--- src/rtl/qupls4_mem_hazard_check.sv ---
// qupls4_mem_hazard_check: memory-ordering hazard flags for the scheduler.
// Flags are computed from flattened ROB/LSQ state and registered once.
module qupls4_mem_hazard_check #(
    parameter int ROB_ENTRIES = 16,
    parameter int LSQ_ENTRIES = 8,
    parameter int SNW = 8,
    parameter int PAW = 32
) (
    input  logic clk,
    input  logic rst,
    input  logic [$clog2(ROB_ENTRIES)-1:0] id,
    input  logic seq_consistency,
    input  logic [ROB_ENTRIES-1:0] rob_v,
    input  logic [ROB_ENTRIES*SNW-1:0] rob_sn,
    input  logic [ROB_ENTRIES-1:0] rob_fc,
    input  logic [ROB_ENTRIES-1:0] rob_fc_done,
    input  logic [ROB_ENTRIES-1:0] rob_mem,
    input  logic [ROB_ENTRIES-1:0] rob_agen,
    input  logic [ROB_ENTRIES-1:0] rob_done,
    input  logic [$clog2(LSQ_ENTRIES):0] lsq_id,
    input  logic [LSQ_ENTRIES*2-1:0] lsq_v,
    input  logic [LSQ_ENTRIES*2-1:0] lsq_store,
    input  logic [LSQ_ENTRIES*2-1:0] lsq_agen,
    input  logic [LSQ_ENTRIES*2*PAW-1:0] lsq_padr,
    input  logic [LSQ_ENTRIES*2*SNW-1:0] lsq_sn,
    output logic has_previous_fc,
    output logic has_previous_memop,
    output logic has_overlap
);

    localparam int SLOTS = LSQ_ENTRIES * 2;

    // Modular age compare: x is older than y when (x - y) is "negative".
    function automatic logic older(
        input logic [SNW-1:0] x,
        input logic [SNW-1:0] y
    );
        logic [SNW-1:0] d;
        d = x - y;
        return d[SNW-1];
    endfunction

    int             cand;
    logic [SNW-1:0] cand_sn;
    logic           fc_hit;
    logic           mem_hit;

    always_comb begin
        cand    = int'(id);
        cand_sn = rob_sn[cand*SNW +: SNW];
        fc_hit  = 1'b0;
        mem_hit = 1'b0;
        for (int i = 0; i < ROB_ENTRIES; i++) begin
            if (rob_v[i] && older(rob_sn[i*SNW +: SNW], cand_sn)) begin
                if (rob_fc[i] && !rob_fc_done[i])
                    fc_hit = 1'b1;
                if (rob_mem[i] &&
                    (seq_consistency ? !rob_done[i] : !rob_agen[i]))
                    mem_hit = 1'b1;
            end
        end
        if (!rob_v[cand]) begin
            fc_hit  = 1'b0;
            mem_hit = 1'b0;
        end
    end

    logic           c_ok;
    int             c;
    logic [PAW-1:0] c_padr;
    logic [SNW-1:0] c_sn;
    logic [PAW-1:0] diff;
    logic           ovl_hit;

    always_comb begin
        c_ok    = int'(lsq_id) < SLOTS;
        c       = c_ok ? int'(lsq_id) : 0;
        c_padr  = lsq_padr[c*PAW +: PAW];
        c_sn    = lsq_sn[c*SNW +: SNW];
        diff    = '0;
        ovl_hit = 1'b0;
        for (int j = 0; j < SLOTS; j++) begin
            if (j != c && lsq_v[j] &&
                older(lsq_sn[j*SNW +: SNW], c_sn) &&
                (lsq_store[j] || lsq_store[c])) begin
                diff = lsq_padr[j*PAW +: PAW] ^ c_padr;
                // Unknown address on either side is treated as a hit.
                if (!lsq_agen[j] || !lsq_agen[c] || (diff >> 4) == '0)
                    ovl_hit = 1'b1;
            end
        end
        if (!c_ok || !lsq_v[c])
            ovl_hit = 1'b0;
    end

    always_ff @(posedge clk) begin
        if (rst) begin
            has_previous_fc    <= 1'b0;
            has_previous_memop <= 1'b0;
            has_overlap        <= 1'b0;
        end else begin
            has_previous_fc    <= fc_hit;
            has_previous_memop <= mem_hit;
            has_overlap        <= ovl_hit;
        end
    end

endmodule

--- config.mk ---
export PLATFORM = sky130hd
export DESIGN_NAME = qupls4_mem_hazard_check
export DESIGN_NICKNAME = d
export VERILOG_FILES = /design/src/rtl/qupls4_mem_hazard_check.sv
export SDC_FILE = /design/constraint.sdc
export NUM_CORES = 1
export LEC_CHECK = 0
export ABC_AREA = 1
export CAP_MARGIN = 10
export CORE_AREA = 3 3 362 364
export CTS_CLUSTER_SIZE = 14
export DETAILED_ROUTE_END_ITERATION = 10
export DIE_AREA = 0 0 365 367
export PLACE_DENSITY = 0.41
export SYNTH_ARGS = -nofsm -noshare
export SYNTH_HDL_FRONTEND = slang
export SYNTH_SLANG_ARGS = --single-unit
--- constraint.sdc ---
create_clock -name clk -period 5.5 [get_ports clk]
set_clock_uncertainty 0.1 [all_clocks]
set_input_delay 1.375 -clock clk [delete_from_list [all_inputs] [get_ports clk]]
set_output_delay 1.375 -clock clk [all_outputs]
set_load 0.05 [all_outputs]
# [Yosys cells after proc, flatten, opt, wreduce, memory -nomap -nowiden]
# Index checks and enable logic that the tools add are counted.
[totals] register_bits=3 output_inout_bits=3 wordCells=421 input_bits=923
[classes] n_bitwise=18 mux=120 eq_ne=15 shift=3 n_lt_le_gt_ge=2 add_sub_neg=32 reduce_logical=228
[ops] operator="32-bit zero test" n=16
[ops] operator="512-bit by 10-bit variable part select with 32-bit output" n=1
[ops] operator="32-bit bitwise XOR" n=16
[ops] operator="128-bit by 8-bit variable part select with 8-bit output" n=2
[ops] operator="8-bit subtractor" n=32
[ops] operator="1-bit 2-to-1 mux" n=116
[ops] operator="1-bit logical AND" n=96
[ops] operator="1-bit zero test" n=65
[ops] operator="1-bit logical OR" n=48
[ops] operator="4-bit inequality test, first input constant" n=8
[ops] operator="1-bit binary-select mux with 4-bit select" n=4
[ops] operator="3-bit by 4-bit inequality test with 1-bit output, first input constant" n=4
[ops] operator="4-bit by 5-bit less-than comparator with 1-bit output, second input constant" n=2
[ops] operator="2-bit by 4-bit inequality test with 1-bit output, first input constant" n=2
[ops] operator="1-bit by 4-bit inequality test with 1-bit output, first input constant" n=1
[ops] operator="4-bit nonzero test" n=1
[ops] operator="2-bit OR reduction" n=2
[ops] operator="1-bit inverter" n=2

# [Depth between registers and ports, before layout]
[depth] depth_word=37 ltp_mapped=27 depth_no_buf=23

# [Least setup slack after synthesis]
# Ideal clock, no wire load.
[synth_path] kind="input port to flip-flop" start="input lsq_id[1]" end="register has_overlap" t_arrival_ns=5.411 slack_ns=-0.136 n_path_buf=6 setup_time_ns=0.125 required_ns=5.275 path_stages=24 path_cell_list="buf_6 > inv_2 > buf_6 > nor2_4 > buf_6 > buf_6 > clkbuf_1 > buf_1 > a22oi_1 > a21oi_1 > nor4_1 > ha_1 > a21oi_1 > nor2_1 > a211oi_1 > nand3_1 > nand3_1 > nor2_1 > nand2_1 > nand2_1 > nor2_1 > nand2_1 > nor2_1 > nor2_1"
[synth_between] elab_chain_cells=37 elab_cells_between_ends=203 classes_between="add/sub (16); eq/ne (15); shift (2); mux (38); bitwise (17); reduce/logical (115)"
[synth_rtl] item="start: declaration" line="20" source="input logic [$clog2(LSQ_ENTRIES):0] lsq_id,"
[synth_rtl] item="parallel branches: the longest is 37 deep, another holds 512-bit by 10-bit variable part select with 32-bit output"
[synth_rtl] item="end signal: assignment" line="104" source="has_overlap <= ovl_hit;"
[synth_rtl] item="end: declaration" line="28" source="output logic has_overlap"
# Several ways; the timed one is not identified. The select of a mux whose other input is x is not followed.
# A chain may end at the register's enable or synchronous reset.

# [Final worst setup path]
[layout_path] start="input lsq_id[3]" end="register has_overlap"
# Same word-level chain as after synthesis.

==> results.cfg <==
[run_status]
outcome = finished clean

[die]
core_um2 = 127700
rows = 131
die-width_um = 365
start_util_pct = 16.94
fp.dieH_um = 367
dieArea_um2 = 134000
io_pins = 926

[cts]
root_buffer = clkbuf_16
cts_tree = done
cts_sinks = 3
cts_buffer_depth = 2
cts_resized = 0
cts_made_buffers = 3
h-tree-depth = 1
holdBufCountCts = 0
clk_pin_slew_ps = 30
postCtsSetupBuffers = 0

[cells_and_area]
fill_cells = 14830
drive_gt1_share_pct = 4.452
syn_to_final_growth_pct = 51.97
layout.nets = 6484
final_cells = 7063
post-route-util_pct = 25.75

[logic_synthesis]
synth-edff-count = 0
synthArstFlopShare_pct = 0
ys_seq_elements = 3
yosysTopAreaCellShare_pct = 36.44
synthCells = 4548
yosysSeqAreaShare_pct = 0.2776
synth_ff_type = dfxtp_1
synthTopCellsByArea = nand2_1 36%, ha_1 11%, nor2_1 11%, inv_1 8.1%, o21ai_0 5.7%
syn_nets = 5663
synth.avg_cell_area_um2 = 4.757
yosysUniqueCellTypes = 39
yosysTopAreaCell = nand2_1
yosysWarnings = 0
synth_area_um2 = 21630

[setup_path]
cp-startpoint = lsq_id[3]
path_class = input pin to flip-flop
crit_required_ps = 5490
cp-start-kind = input pin
end_kind = flip-flop
cp_max_fo = 9
critical_path_arrival_ps = 5160

[detailed_routing]
detail_route.wl_per_cell_um = 22.55
finalWirelength_mm = 159.3
drcViolationCount = 0
vias = 31470
drtIter0Drc = 2456
viasPerCell = 4.455
drtAntennaViolNets = 0
firstDrtPassIters = 5

[timing]
tns_ps = 0
tightest_slew_ps = 1184
max_freq_mhz = 193.5
hold_viol_final = 0
final.min_clock_period_ps = 5167
rsz0062_at_grt = false
whs_ps = 1912
slew_headroom_pct = 20.44
setup_violations = 0
slew_violations = 0
fin_crit_sh_pct = 93.94

[global_routing]
grt_antenna_before_repair = 72
grt_pass1_vias = 30140
gr-usage-all-layers_pct = 22.53
overflow = 0
grt_max_degree = 88
grt_pass1_wl_mm = 218.6

[power_and_ir_drop]
power_switching_w = 0.002152
clock_power_share_pct = 3.0
switching_share_pct = 56.94
power.leakage_nw = 16.76
power_frac_seq_pct = 0.7
internal_power_w = 0.001627
ir_drop_mv = 0.1647
p_per_area_nw_per_um2 = 114.9
p_comb_share_pct = 96.3
power_w = 0.003779

[placement]
portBuffers = 861
dp_hpwl_mm = 136.0
gp_congestion = 0.9236
place_inst = 7026

[min_path]
hold_path_class = input pin to flip-flop
hold_start = rst

[run]
cap_viol_max_count = 0
[synthesized netlist by cell type (all sizes together), types with 32 or more instances]
library cell / number
buf: 125
inv: 473
ha: 192
o21ai: 264
xor2: 123
nor2: 639
nand2: 2141
a21oi: 153
nand4: 37
a211oi: 32
nand3: 96
clkbuf: 61
nor3: 36
a22oi: 70
[per-layer routing]
metal / GRT usage, % / wire (um)
met1: 26.97 / 65150
met2: 40.43 / 77700
met3: 4.947 / 11860
met4: 5.448 / 4191
met5: 0 / 374
[power groups by stage]
stage / Sequential, W / Clock [W] / Combinational (W)
final: 0.0000258 / 0.000115 / 0.00364
after global routing: 0.0000261 / 0.000120 / 0.00405
after CTS: 0.0000259 / 0.000116 / 0.00366
after detailed placement: 0.0000261 / 0 / 0.00364
after global placement: 0.0000261 / 0 / 0.00363
after floorplan: 0.0000367 / 0 / 0.00192
[flip-flops by register name, summed over array words and instances, names as in the netlist]
| register | count |
|---|---|
| has_overlap | 1 |
| has_previous_fc | 1 |
| has_previous_memop | 1 |
[worst max-delay path: stages]
cell,delay [ps]
clkdlybuf4s50_1,710
nor2_4,70
inv_1,160
a21oi_1,110
nor4_2,980
buf_12,240
ha_1,240
nand2_1,60
nor2_1,40
a211oi_1,320
nand2_1,100
nand2_1,70
nand2_1,50
nand3_1,110
nand2_1,70
nor2_1,100
nand2_1,90
nor2_1,180
nor2_1,80
[cells in the final DEF (no fill, tap or decap), types with 2 or more instances in the layout]
cell and count:
a211oi_1 32, a21o_1 13, a21oi_1 153, a22oi_1 70
and3_1 5, buf_12 24, buf_4 118, clkbuf_16 3
clkdlybuf4s50_1 858, clkinv_1 2, dfxtp_1 3, diode_2 33
ha_1 192, inv_1 463, inv_2 9, nand2_1 2100
nand2_2 41, nand3_1 96, nand3b_1 9, nand4_1 37
nor2_1 605, nor2_2 8, nor2_4 24, nor2_8 2
nor3_1 36, nor4_2 6, o211ai_1 11, o21ai_0 244
o21ai_1 20, o21bai_1 9, o221ai_1 25, o22ai_1 12
xnor2_1 6, xor2_1 123
[logic make-up (layout without fill, tap and decap cells)]
| family | count (synthesis) | count (layout) | share of synthesized area [%] |
|---|---|---|---|
| xor gates and xnor gates | 129 | 129 | 5.222 |
| DFF | 3 | 3 | 0.2776 |
| buffers and inverters | 661 | 1481 | 13.02 |
| other | 0 | 33 | 0 |
| and+or+nand+nor | 2971 | 2971 | 54.49 |
| adders and majority gates | 192 | 192 | 11.10 |
| AOI/OAI and AO/OA | 592 | 592 | 15.89 |
[metrics by stage]
stage | worst slack, ps | cell area [um^2]
floorplan | 36.83 | 21650
global placement | 2.715 | 32720
detailed placement | 5.167 | 32720
CTS | 227.9 | 32800
global route | 77.49 | 32840
finish | 333.3 | 32880
[path summary, 6_finish.rpt]
check	to	slack (ps)	depth (start not counted)
hold / removal	has_overlap	1910	4
setup / recovery	has_overlap	330	19
[area by class of cell]
class                           count  area, um^2  share of cell area (%)
Sequential cell                     3       60.06                  0.1827
Clock buffer                        4       78.83                  0.2397
Inverter                          475        1785                   5.430
Tap cell                         1662        2079                   6.325
Multi-Input combinational cell   3884       18820                   57.23
Timing Repair Buffer             1002        9975                   30.34
Antenna cell                       33       82.58                  0.2512
(Power assumes the default switching activity.)
